===== src/rtl/decode_stage.sv =====
// RISC-V decode stage: combinational decode of instr, captured into a
// two-entry (main + skid) buffer with valid/ready handshakes on both sides.
//
// state | meaning
// EMPTY | no bundle buffered, out_valid low
// ONE   | main register holds the presented bundle
// TWO   | main presented, skid holds the next bundle, in_ready low
module decode_stage #(
  parameter int XLEN  = 32,
  parameter int CNT_W = 32
) (
  input  logic             clk,
  input  logic             reset,
  input  logic             flush,
  input  logic             in_valid,
  output logic             in_ready,
  input  logic [31:0]      instr,
  input  logic [XLEN-1:0]  pc_in,
  output logic             out_valid,
  input  logic             out_ready,
  output logic [XLEN-1:0]  pc_out,
  output logic [XLEN-1:0]  imm,
  output logic [4:0]       ra1,
  output logic [4:0]       ra2,
  output logic [4:0]       wa3,
  output logic [2:0]       funct3,
  output logic             funct7,
  output logic             word,
  output logic             src1_selector,
  output logic             src2_selector,
  output logic             wd3_selector,
  output logic             we3,
  output logic             wem,
  output logic             illegal,
  output logic [CNT_W-1:0] decode_count
);

  generate
    if (XLEN != 32 && XLEN != 64) begin : g_bad_xlen
      $error("decode_stage: XLEN must be 32 or 64");
    end
  endgenerate

  localparam logic [6:0] OPC_LOAD      = 7'b0000011;
  localparam logic [6:0] OPC_MISC_MEM  = 7'b0001111;
  localparam logic [6:0] OPC_OP_IMM    = 7'b0010011;
  localparam logic [6:0] OPC_AUIPC     = 7'b0010111;
  localparam logic [6:0] OPC_OP_IMM_32 = 7'b0011011;
  localparam logic [6:0] OPC_STORE     = 7'b0100011;
  localparam logic [6:0] OPC_OP        = 7'b0110011;
  localparam logic [6:0] OPC_LUI       = 7'b0110111;
  localparam logic [6:0] OPC_OP_32     = 7'b0111011;
  localparam logic [6:0] OPC_BRANCH    = 7'b1100011;
  localparam logic [6:0] OPC_JALR      = 7'b1100111;
  localparam logic [6:0] OPC_JAL       = 7'b1101111;
  localparam logic [6:0] OPC_SYSTEM    = 7'b1110011;

  localparam bit IS_RV64 = (XLEN == 64);

  typedef struct packed {
    logic [XLEN-1:0] pc;
    logic [XLEN-1:0] imm;
    logic [4:0]      ra1;
    logic [4:0]      ra2;
    logic [4:0]      wa3;
    logic [2:0]      funct3;
    logic            funct7;
    logic            word;
    logic            src1_sel;
    logic            src2_sel;
    logic            wd3_sel;
    logic            we3;
    logic            wem;
    logic            illegal;
  } bundle_t;

  typedef enum logic [1:0] {EMPTY, ONE, TWO} state_t;

  state_t  state, state_next;
  bundle_t dec, main_q, skid_q;
  logic    push, pop;

  // ---------------- combinational decode ----------------
  logic [6:0]         opcode;
  logic [2:0]         f3;
  logic [6:0]         f7;
  logic signed [31:0] imm32;
  logic known, uses_rs1, uses_rs2, writes_rd, is_store, is_word, bad_f7, bad_shift, bad;

  always_comb begin
    opcode    = instr[6:0];
    f3        = instr[14:12];
    f7        = instr[31:25];
    imm32     = '0;
    known     = 1'b0;
    uses_rs1  = 1'b0;
    uses_rs2  = 1'b0;
    writes_rd = 1'b0;
    is_store  = 1'b0;
    is_word   = 1'b0;
    bad_f7    = 1'b0;
    bad_shift = 1'b0;
    dec       = '0;

    case (opcode)
      OPC_OP_IMM: begin
        known        = 1'b1;
        uses_rs1     = 1'b1;
        writes_rd    = 1'b1;
        dec.src2_sel = 1'b1;
        imm32        = {{20{instr[31]}}, instr[31:20]};
        // RV32 shift amounts are 5 bits; instr[25] would be shamt[5]
        bad_shift    = !IS_RV64 && (f3 == 3'b001 || f3 == 3'b101) && instr[25];
      end
      OPC_OP_IMM_32: begin
        uses_rs1 = 1'b1;
        if (IS_RV64) begin
          known        = 1'b1;
          writes_rd    = 1'b1;
          is_word      = 1'b1;
          dec.src2_sel = 1'b1;
          imm32        = {{20{instr[31]}}, instr[31:20]};
        end
      end
      OPC_OP, OPC_OP_32: begin
        uses_rs1 = 1'b1;
        uses_rs2 = 1'b1;
        if (opcode == OPC_OP || IS_RV64) begin
          known     = 1'b1;
          writes_rd = 1'b1;
          is_word   = (opcode == OPC_OP_32);
          bad_f7    = (f7 != 7'b0000000 && f7 != 7'b0100000) ||
                      (f7 == 7'b0100000 && f3 != 3'b000 && f3 != 3'b101);
        end
      end
      OPC_LUI: begin
        known        = 1'b1;
        writes_rd    = 1'b1;
        dec.src2_sel = 1'b1;
        imm32        = {instr[31:12], 12'b0};
      end
      OPC_AUIPC: begin
        known        = 1'b1;
        writes_rd    = 1'b1;
        dec.src1_sel = 1'b1;
        dec.src2_sel = 1'b1;
        imm32        = {instr[31:12], 12'b0};
      end
      OPC_JAL: begin
        known        = 1'b1;
        writes_rd    = 1'b1;
        dec.src1_sel = 1'b1;
        dec.src2_sel = 1'b1;
        imm32        = {{12{instr[31]}}, instr[19:12], instr[20], instr[30:21], 1'b0};
      end
      OPC_JALR: begin
        known        = 1'b1;
        uses_rs1     = 1'b1;
        writes_rd    = 1'b1;
        dec.src1_sel = 1'b1;
        dec.src2_sel = 1'b1;
        imm32        = {{20{instr[31]}}, instr[31:20]};
      end
      OPC_BRANCH: begin
        known    = 1'b1;
        uses_rs1 = 1'b1;
        uses_rs2 = 1'b1;
        imm32    = {{20{instr[31]}}, instr[7], instr[30:25], instr[11:8], 1'b0};
      end
      OPC_LOAD: begin
        known        = 1'b1;
        uses_rs1     = 1'b1;
        writes_rd    = 1'b1;
        dec.src2_sel = 1'b1;
        dec.wd3_sel  = 1'b1;
        imm32        = {{20{instr[31]}}, instr[31:20]};
      end
      OPC_STORE: begin
        known        = 1'b1;
        uses_rs1     = 1'b1;
        uses_rs2     = 1'b1;
        is_store     = 1'b1;
        dec.src2_sel = 1'b1;
        imm32        = {{20{instr[31]}}, instr[31:25], instr[11:7]};
      end
      OPC_MISC_MEM, OPC_SYSTEM: known = 1'b1;
      default: ;
    endcase

    bad = (instr[1:0] != 2'b11) || !known || bad_f7 || bad_shift;

    dec.pc      = pc_in;
    dec.imm     = bad ? '0 : XLEN'(imm32);
    dec.ra1     = uses_rs1 ? instr[19:15] : 5'd0;
    dec.ra2     = uses_rs2 ? instr[24:20] : 5'd0;
    dec.wa3     = instr[11:7];
    dec.funct3  = f3;
    dec.funct7  = instr[30];
    dec.word    = is_word;
    dec.we3     = writes_rd && !bad && (instr[11:7] != 5'd0);
    dec.wem     = is_store && !bad;
    dec.illegal = bad;
  end

  // ---------------- buffer control FSM ----------------
  assign push = in_valid && in_ready && !flush;
  assign pop  = out_valid && out_ready && !flush;

  always_ff @(posedge clk) begin
    if (reset) state <= EMPTY;
    else       state <= state_next;
  end

  always_comb begin
    state_next = state;
    if (flush) begin
      state_next = EMPTY;
    end else begin
      case (state)
        EMPTY:   if (push) state_next = ONE;
        ONE:     if (push && !pop) state_next = TWO;
                 else if (pop && !push) state_next = EMPTY;
        TWO:     if (pop) state_next = ONE;
        default: state_next = EMPTY;
      endcase
    end
  end

  always_comb begin
    in_ready  = (state != TWO);
    out_valid = (state != EMPTY);
  end

  // ---------------- storage and counter ----------------
  always_ff @(posedge clk) begin
    if (reset) begin
      main_q       <= '0;
      skid_q       <= '0;
      decode_count <= '0;
    end else begin
      if (!flush) begin
        case (state)
          EMPTY: if (push) main_q <= dec;
          ONE: begin
            if (push && pop) main_q <= dec;
            else if (push)   skid_q <= dec;
          end
          TWO: if (pop) main_q <= skid_q;
          default: ;
        endcase
      end
      if (pop) decode_count <= decode_count + CNT_W'(1);
    end
  end

  assign pc_out        = main_q.pc;
  assign imm           = main_q.imm;
  assign ra1           = main_q.ra1;
  assign ra2           = main_q.ra2;
  assign wa3           = main_q.wa3;
  assign funct3        = main_q.funct3;
  assign funct7        = main_q.funct7;
  assign word          = main_q.word;
  assign src1_selector = main_q.src1_sel;
  assign src2_selector = main_q.src2_sel;
  assign wd3_selector  = main_q.wd3_sel;
  assign we3           = main_q.we3;
  assign wem           = main_q.wem;
  assign illegal       = main_q.illegal;

endmodule


===== config.mk =====
export PLATFORM = sky130hd
export DESIGN_NAME = decode_stage
export DESIGN_NICKNAME = d
export VERILOG_FILES = /design/src/rtl/decode_stage.sv
export SDC_FILE = /design/constraint.sdc
export NUM_CORES = 1
export LEC_CHECK = 0
export ABC_AREA = 0
export CORE_MARGIN = 2
export CORE_UTILIZATION = 40
export DETAILED_ROUTE_END_ITERATION = 7
export PLACE_DENSITY_LB_ADDON = 0.12
export RECOVER_POWER = 50
export SLEW_MARGIN = 20
export SYNTH_ARGS = -nofsm -noshare
export SYNTH_HDL_FRONTEND = slang
export SYNTH_SLANG_ARGS = --single-unit

===== constraint.sdc =====
create_clock -name clk -period 7.3 [get_ports clk]
set_input_delay 1.095 -clock clk [delete_from_list [all_inputs] [get_ports clk]]
set_output_delay 1.095 -clock clk [all_outputs]
set_load 0.1 [all_outputs]

==> results by group, run 1 <==
Status
  • Status: finished clean

Synth
  • Post-synth ARST share: 0%
  • Avg Cell Area, Syn: 8.35 µm²
  • Sequential share of the synthesized area: 46.9%
  • Yosys top cell area share: 46.9%
  • Ranking of synthesized cells by area: dfxtp_1 (47%), nand2_1 (9.9%), a21oi_1 (5.0%)
  • Synthesized flop and latch total: 214
  • Synth Area in Compound Gates: 21.6%
  • Post-synth EDFFs: 0
  • Main combinational cell family by area after synthesis: simple AND/OR/NAND/NOR gates
  • Yosys warns: 0
  • Syn Nets: 1166
  • Cell with the most instances after synthesis: nand2_1
  • Post-synthesis xor/xnor area fraction: 2.30%
  • Dominant cell type by area after synthesis: dfxtp_1
  • Synth Flop Type: dfxtp_1
  • Adder-Cell Fraction of Synth Area: 0.411%
  • Simple-gate share of the synthesized area: 23.1%
  • Mux contribution to synthesized area: 1.12%
  • Post-Syn Area: 9130 µm²
  • Post-synthesis cell count: 1094
  • Post-synth cell types: 65
  • Synth top cells by count: nand2_1 (240), dfxtp_1 (214), a21oi_1 (91)

Clock tree
  • Clock Latency Late Sink: 0.51 ns
  • Clk sinks: 214
  • TritonCTS clock tree: done
  • CTS resizes: 0
  • TritonCTS Buffers: 24
  • Clk slew on worst S/H paths: 0.06 ns
  • Postcts setup bufs: 0
  • CTS root buffer: clkbuf_16
  • Clock Path Buffers: 3
  • Htree depth: 1
  • Post-CTS Hold Buffers: 0

Placed design
  • Buffers added on ports: 192
  • Post-DP HPWL: 17000 µm
  • GPL Wtd Cong: 0.860
  • Cells after DPL: 1498

Floorplan
  • Rows: 55
  • Core area: 22500 µm²
  • Initial Util: 40.6%
  • Die footprint: 24000 µm²
  • Top-level port count: 193
  • Die Wd: 155 µm
  • DIE HEIGHT: 155 µm

Worst setup path
  • CP max stage cell: and2_2
  • Worst Path Buf+Inv: 2
  • Kind of cell adding the most delay to the critical path: simple AND/OR/NAND/NOR gates
  • Crit path kind: in2reg
  • Worst setup path start: flush
  • Worst r2r src: state[1]$_SDFFE_PP0P_
  • Worst EP required: 7.71 ns
  • Max Fanout on Critical Path: 43
  • Reg2reg setup slack: 3.74 ns
  • Slowest stage delay, CP: 0.72 ns
  • CP Cell Sequence: dlygate4sd3_1 > nor2b_1 > and2_0 > ha_1 > mux2i_1 > o21ai_2 > and2_2 > buf_4 > nor2_1 > a311oi_1
  • CP Launch Type: primary input
  • Worst Setup End Kind: register
  • CP arrival: 4.66 ns

STA
  • Fin crit share: 58.2%
  • Unrepaired setup endpoints after global routing: no
  • Final Max Slew Viols: 0
  • Final setup vio count: 0
  • Final Hold Fails: 0
  • Maximum clock rate: 235 MHz
  • Post-route minimum period: 4.25 ns
  • Fin Setup TNS: 0 ns
  • Final Skew: 0.00991 ns
  • Tightest Pin Transition: 1.09 ns
  • Slew margin rel.: 27.5%

Cells and area
  • Post-Layout Cell Count: 1539
  • Diode count: 0
  • Layout Nets: 1311
  • Synth-to-Final Area Change: 30.3%
  • Layout cells sized above 1: 6.86%

Global route
  • Antenna violations before repair: 0
  • Pin count of the biggest net entering global routing: 84
  • Vias in the first global route: 7799
  • Total grt overflow: 0
  • Global-route wire length before repair: 41500 µm
  • All-layer global routing usage: 21.1%

Power
  • Static leakage: 4.51 nW
  • Power per cell area: 226 nW/µm²
  • Worst VDD drop: 0.127 mV

Run
  • Max-cap violation count: 0

Drt
  • WL final: 26100 µm
  • DRT iter0 DRCs: 671
  • DRT antenna net count: 0
  • DR DRC count: 0
  • Post-DR wirelength/cell: 17.0 µm
  • Via count: 8406
  • Avg Vias per Cell: 5.46
  • Total iterations of the first detailed-routing run: 5

Hold path
  • HP Class: reg2reg
  • Beginning of the worst hold path: word$_SDFFE_PP0P_
[placed cells by master (no fill, tap or decap), drive strengths merged, types with 3 or more instances in the layout]
master / n
xnor2: 21
nor4: 12
buf: 11
clkdlybuf4s50: 68
a311oi: 42
dlygate4sd3: 123
and3: 10
a21o: 12
nand2b: 7
clkbuf: 35
dfxtp: 214
a22o: 19
nor3: 17
nand4: 12
xor2: 3
mux2i: 8
nand3: 31
and2: 16
or3: 4
ha: 3
inv: 10
nand3b: 3
nor2: 90
clkinv: 6
a32o: 6
o21ai: 54
and4: 3
a22oi: 22
nand2: 241
a31o: 6
nor2b: 8
o31ai: 18
a211oi: 3
a21oi: 92
[worst register-to-register path: stages, from the launching register on]
cell and delay [ns]:
dfxtp_1 0.48, nor2b_4 0.22, buf_4 0.53, nor2_1 0.17, ha_1 0.28, or3_2 0.50, buf_4 0.36, nor2_4 0.28
nand2_2 0.33, o31ai_1 0.34
[path summary, 6_finish.rpt]
| check | to | depth (start not counted) |
|---|---|---|
| max | pc_out[31]$_SDFFE_PP0P_ | 10 |
| min | word$_SDFFE_PP0P_ | 2 |
| max reg2reg | skid_q[39]$_SDFFE_PP0P_ | 9 |
| min reg2reg | word$_SDFFE_PP0P_ | 2 |
[report_power, final]
group | leakage (nW) | internal [mW] | total [mW] | switching (mW)
Sequential | 1.73 | 1.19 | 1.20 | 0.0114
Clock | 0.386 | 0.691 | 1.16 | 0.468
Combinational | 2.39 | 0.0865 | 0.324 | 0.238
Total | 4.51 | 1.97 | 2.68 | 0.717
[layer usage]
metal	up-vias	GRT usage, %	wire length [µm]
li1	4145	-	-
met1	3970	28.4	11600
met2	250	35.1	12500
met3	41	3.43	1490
met4	0	5.73	587
met5	-	0	0
[cells by family after synthesis]
kind of cell / count (synthesis)
adder cells (fa/ha/maj): 3
multiplexers: 10
buffers and inverters: 93
AO/OA/AOI/OAI: 286
AND/OR/NAND/NOR: 464
flip-flops: 214
XOR/XNOR: 24
[sequential cells by signal, summed over array words and instances, names as in the netlist, 2 cells and up]
signal and flops:
ra1 5, wa3 5, ra2 5, imm 32
state 2, decode_count 32, pc_out 32, skid_q 90
funct3 3
[through the flow]
stage | utilization (%) | total power, mW | hold WS, ns | worst slack [ns] | cell area (µm²)
3_3_place_gp | 49.5 | 1.56 | 0.436 | 2.75 | 11100
6_report | 52.8 | 2.68 | 0.449 | 3.05 | 11900
2_1_floorplan | - | 1.45 | 0.425 | 4.22 | 9130
4_1_cts | 52.9 | 2.72 | 0.454 | 3.01 | 11900
3_5_place_dp | 49.5 | 1.56 | 0.445 | 2.69 | 11100
5_1_grt | 52.8 | 2.78 | 0.472 | 2.62 | 11900
[layout make-up]
cell class                      instances  area (µm²)
Tap cell                              285         357
Sequential cell                       214        4280
Timing Repair Buffer                  202        1990
Fill cell                            2098       10600
Multi-Input combinational cell        787        4450
Clock buffer                           35         733
Inverter                               10        37.5
Clock inverter                          6        33.8
Power figures use the tool's default switching activity.
==> run 2, diff against run 1 <==
Clock period 7.3 ns to 3.8 ns, I/O delays scaled along.
==> results by group, run 2 (synthesis gave the netlist of run 1 again) <==
Cells and area
  • Synth-to-Final Area Change: 32.5%
  • Final Instance Area: 12100 µm²
  • Layout Nets: 1321
  • FILL cells: 2123
  • Reg with most FFs: skid_q
  • Diode count: 0
  • Layout cells sized above 1: 7.41%
  • Post-layout util: 53.8%
  • Commonest cells after routing, fill and taps aside: nand2_1 (240), dfxtp_1 (214), dlygate4sd3_1 (114)
  • Most common cell after layout, fill and taps aside: nand2_1
  • Max FFs per register: 90

Placed design
  • Buffers added on ports: 192
  • Post-DP Area: 11300 µm²
  • Post-DP HPWL: 16900 µm
  • GPL Wtd Cong: 0.905

Floorplan
  • Rows: 55
  • Top-level port count: 193
  • DIE HEIGHT: 155 µm
  • Initial Util: 40.6%
  • Die Wd: 155 µm
  • Core area: 22500 µm²
  • Die footprint: 24000 µm²

Drt
  • Avg Vias per Cell: 5.39
  • DR DRC count: 0
  • Total iterations of the first detailed-routing run: 5
  • Post-DR wirelength/cell: 16.8 µm
  • DRT iter0 DRCs: 518
  • DRT antenna net count: 0
  • WL final: 26100 µm
  • Via count: 8365

Global route
  • Global Route met1 Usage: 28.7%
  • Total grt overflow: 0
  • Layer with the highest usage: met2
  • Met2 Usage GRT: 34.6%
  • Antenna violations before repair: 1
  • Pin count of the biggest net entering global routing: 103
  • Global-route wire length before repair: 41300 µm
  • Met3 usage: 3.82%
  • Vias in the first global route: 7571
  • All-layer global routing usage: 21.0%

Worst setup path
  • Reg-to-reg endpoint: skid_q[82]$_SDFFE_PP0P_
  • Slowest stage delay, CP: 0.77 ns
  • R2R depth: 7
  • Reg2reg setup slack: 0.60 ns
  • Max Fanout on Critical Path: 61
  • Worst Path Buf+Inv: 2
  • Crit path kind: in2reg
  • Worst Setup End Kind: register
  • Critical path depth in cells: 8
  • Worst setup path start: out_ready
  • CP max stage cell: clkbuf_2
  • Worst EP required: 4.19 ns
  • Kind of cell adding the most delay to the critical path: buffers and inverters
  • CP Launch Type: primary input
  • CP arrival: 3.65 ns
  • CP Cell Sequence: dlygate4sd3_1 > nor2b_1 > and2_0 > ha_1 > or3_2 > clkbuf_2 > nand2_1 > a21oi_1
  • Crit path to: skid_q[82]$_SDFFE_PP0P_
  • Worst r2r src: state[1]$_SDFFE_PP0P_

STA
  • Final setup vio count: 0
  • Final Max Slew Viols: 0
  • Maximum clock rate: 306 MHz
  • Fin crit share: 86.0%
  • Final Skew: 0.00824 ns
  • Fin Setup TNS: 0 ns
  • Final Hold Fails: 0
  • Slew margin rel.: 6.89%
  • Tightest Pin Transition: 1.40 ns
  • Post-route minimum period: 3.27 ns
  • Unrepaired setup endpoints after global routing: no

Clock tree
  • Htree depth: 1
  • Clk sinks: 214
  • Clock Path Buffers: 3
  • Postcts setup bufs: 0
  • TritonCTS Buffers: 25
  • CTS root buffer: clkbuf_16
  • Clk slew on worst S/H paths: 0.06 ns
  • Post-CTS Hold Buffers: 0
  • Clock Latency Late Sink: 0.52 ns
  • TritonCTS clock tree: done
  • CTS resizes: 0

Hold path
  • HP Class: reg2reg
  • Beginning of the worst hold path: word$_SDFFE_PP0P_

Status
  • Status: finished clean

Power
  • Power per cell area: 450 nW/µm²
  • Static leakage: 4.57 nW
  • Worst VDD drop: 0.304 mV

Run
  • Max-cap violation count: 0
==> run 2: cell types whose count changed in the layout (fill, tap and decap cells not counted), moves of 2 or more <==
| cell | delta |
|---|---|
| dlygate4sd3_1 | -9 |
| clkdlybuf4s50_1 | +8 |
| buf_12 | +5 |
| clkbuf_1 | +4 |
| bufinv_16 | +3 |
| and2_0 | +2 |
==> run 2: layer usage <==
layer  share of wire (%)  up-vias  routed length [µm]
li1                    -     4171                   -
met3                 6.1       38                1600
met4                 1.7        2                 452
met1                  45     3934               11800
met2                  47      220               12300
met5               0.042        -                  11
==> run 2: power by group <==
part | internal (mW) | switching, mW | total [mW]
registers | 2.29 | 0.0219 | 2.31
clock network | 1.57 | 0.936 | 2.50
logic | 0.175 | 0.458 | 0.633
total | 4.03 | 1.42 | 5.44
==> run 2: final cells by class <==
cell class	count	area [µm²]	share of cell area, %
flip-flops and latches	214	4280	35.4
repair buffers	211	2110	17.4
well taps	285	357	2.95
clock inverters	9	128	1.05
multi-input cells	787	4430	36.6
inverters	10	37.5	0.310
clock buffers	37	751	6.20
==> run 2: worst min path at each step <==
stage          cells past startpoint                      end  slack, ns
5_1_grt                            2  skid_q[23]$_SDFFE_PP0P_       0.46
6_report                           2        word$_SDFFE_PP0P_       0.45
3_5_place_dp                       2  skid_q[24]$_SDFFE_PP0P_       0.44
4_1_cts                            2  skid_q[24]$_SDFFE_PP0P_       0.45
3_3_place_gp                       2   skid_q[2]$_SDFFE_PP0P_       0.43
2_1_floorplan                      2  skid_q[57]$_SDFFE_PP0P_       0.43
==> run 2: per-stage QoR <==
stage                     setup WS, ns  hold slack, ns  power [mW]  std cells
final                            0.533           0.449        5.44       1553
after global routing             0.266           0.465        5.64       1553
after CTS                        0.626           0.452        5.52       1553
after detailed placement         0.441           0.443        3.01       1507
after global placement           0.540           0.435        3.00       1507
after floorplan                   1.15           0.425        2.78       1094
==> run 2: worst min-delay path: cells and delay by family, from the launching register on <==
family / cells / cell delay, ns
simple gates: 1 / 0.05
flops: 1 / 0.30
compound gates: 1 / 0.05
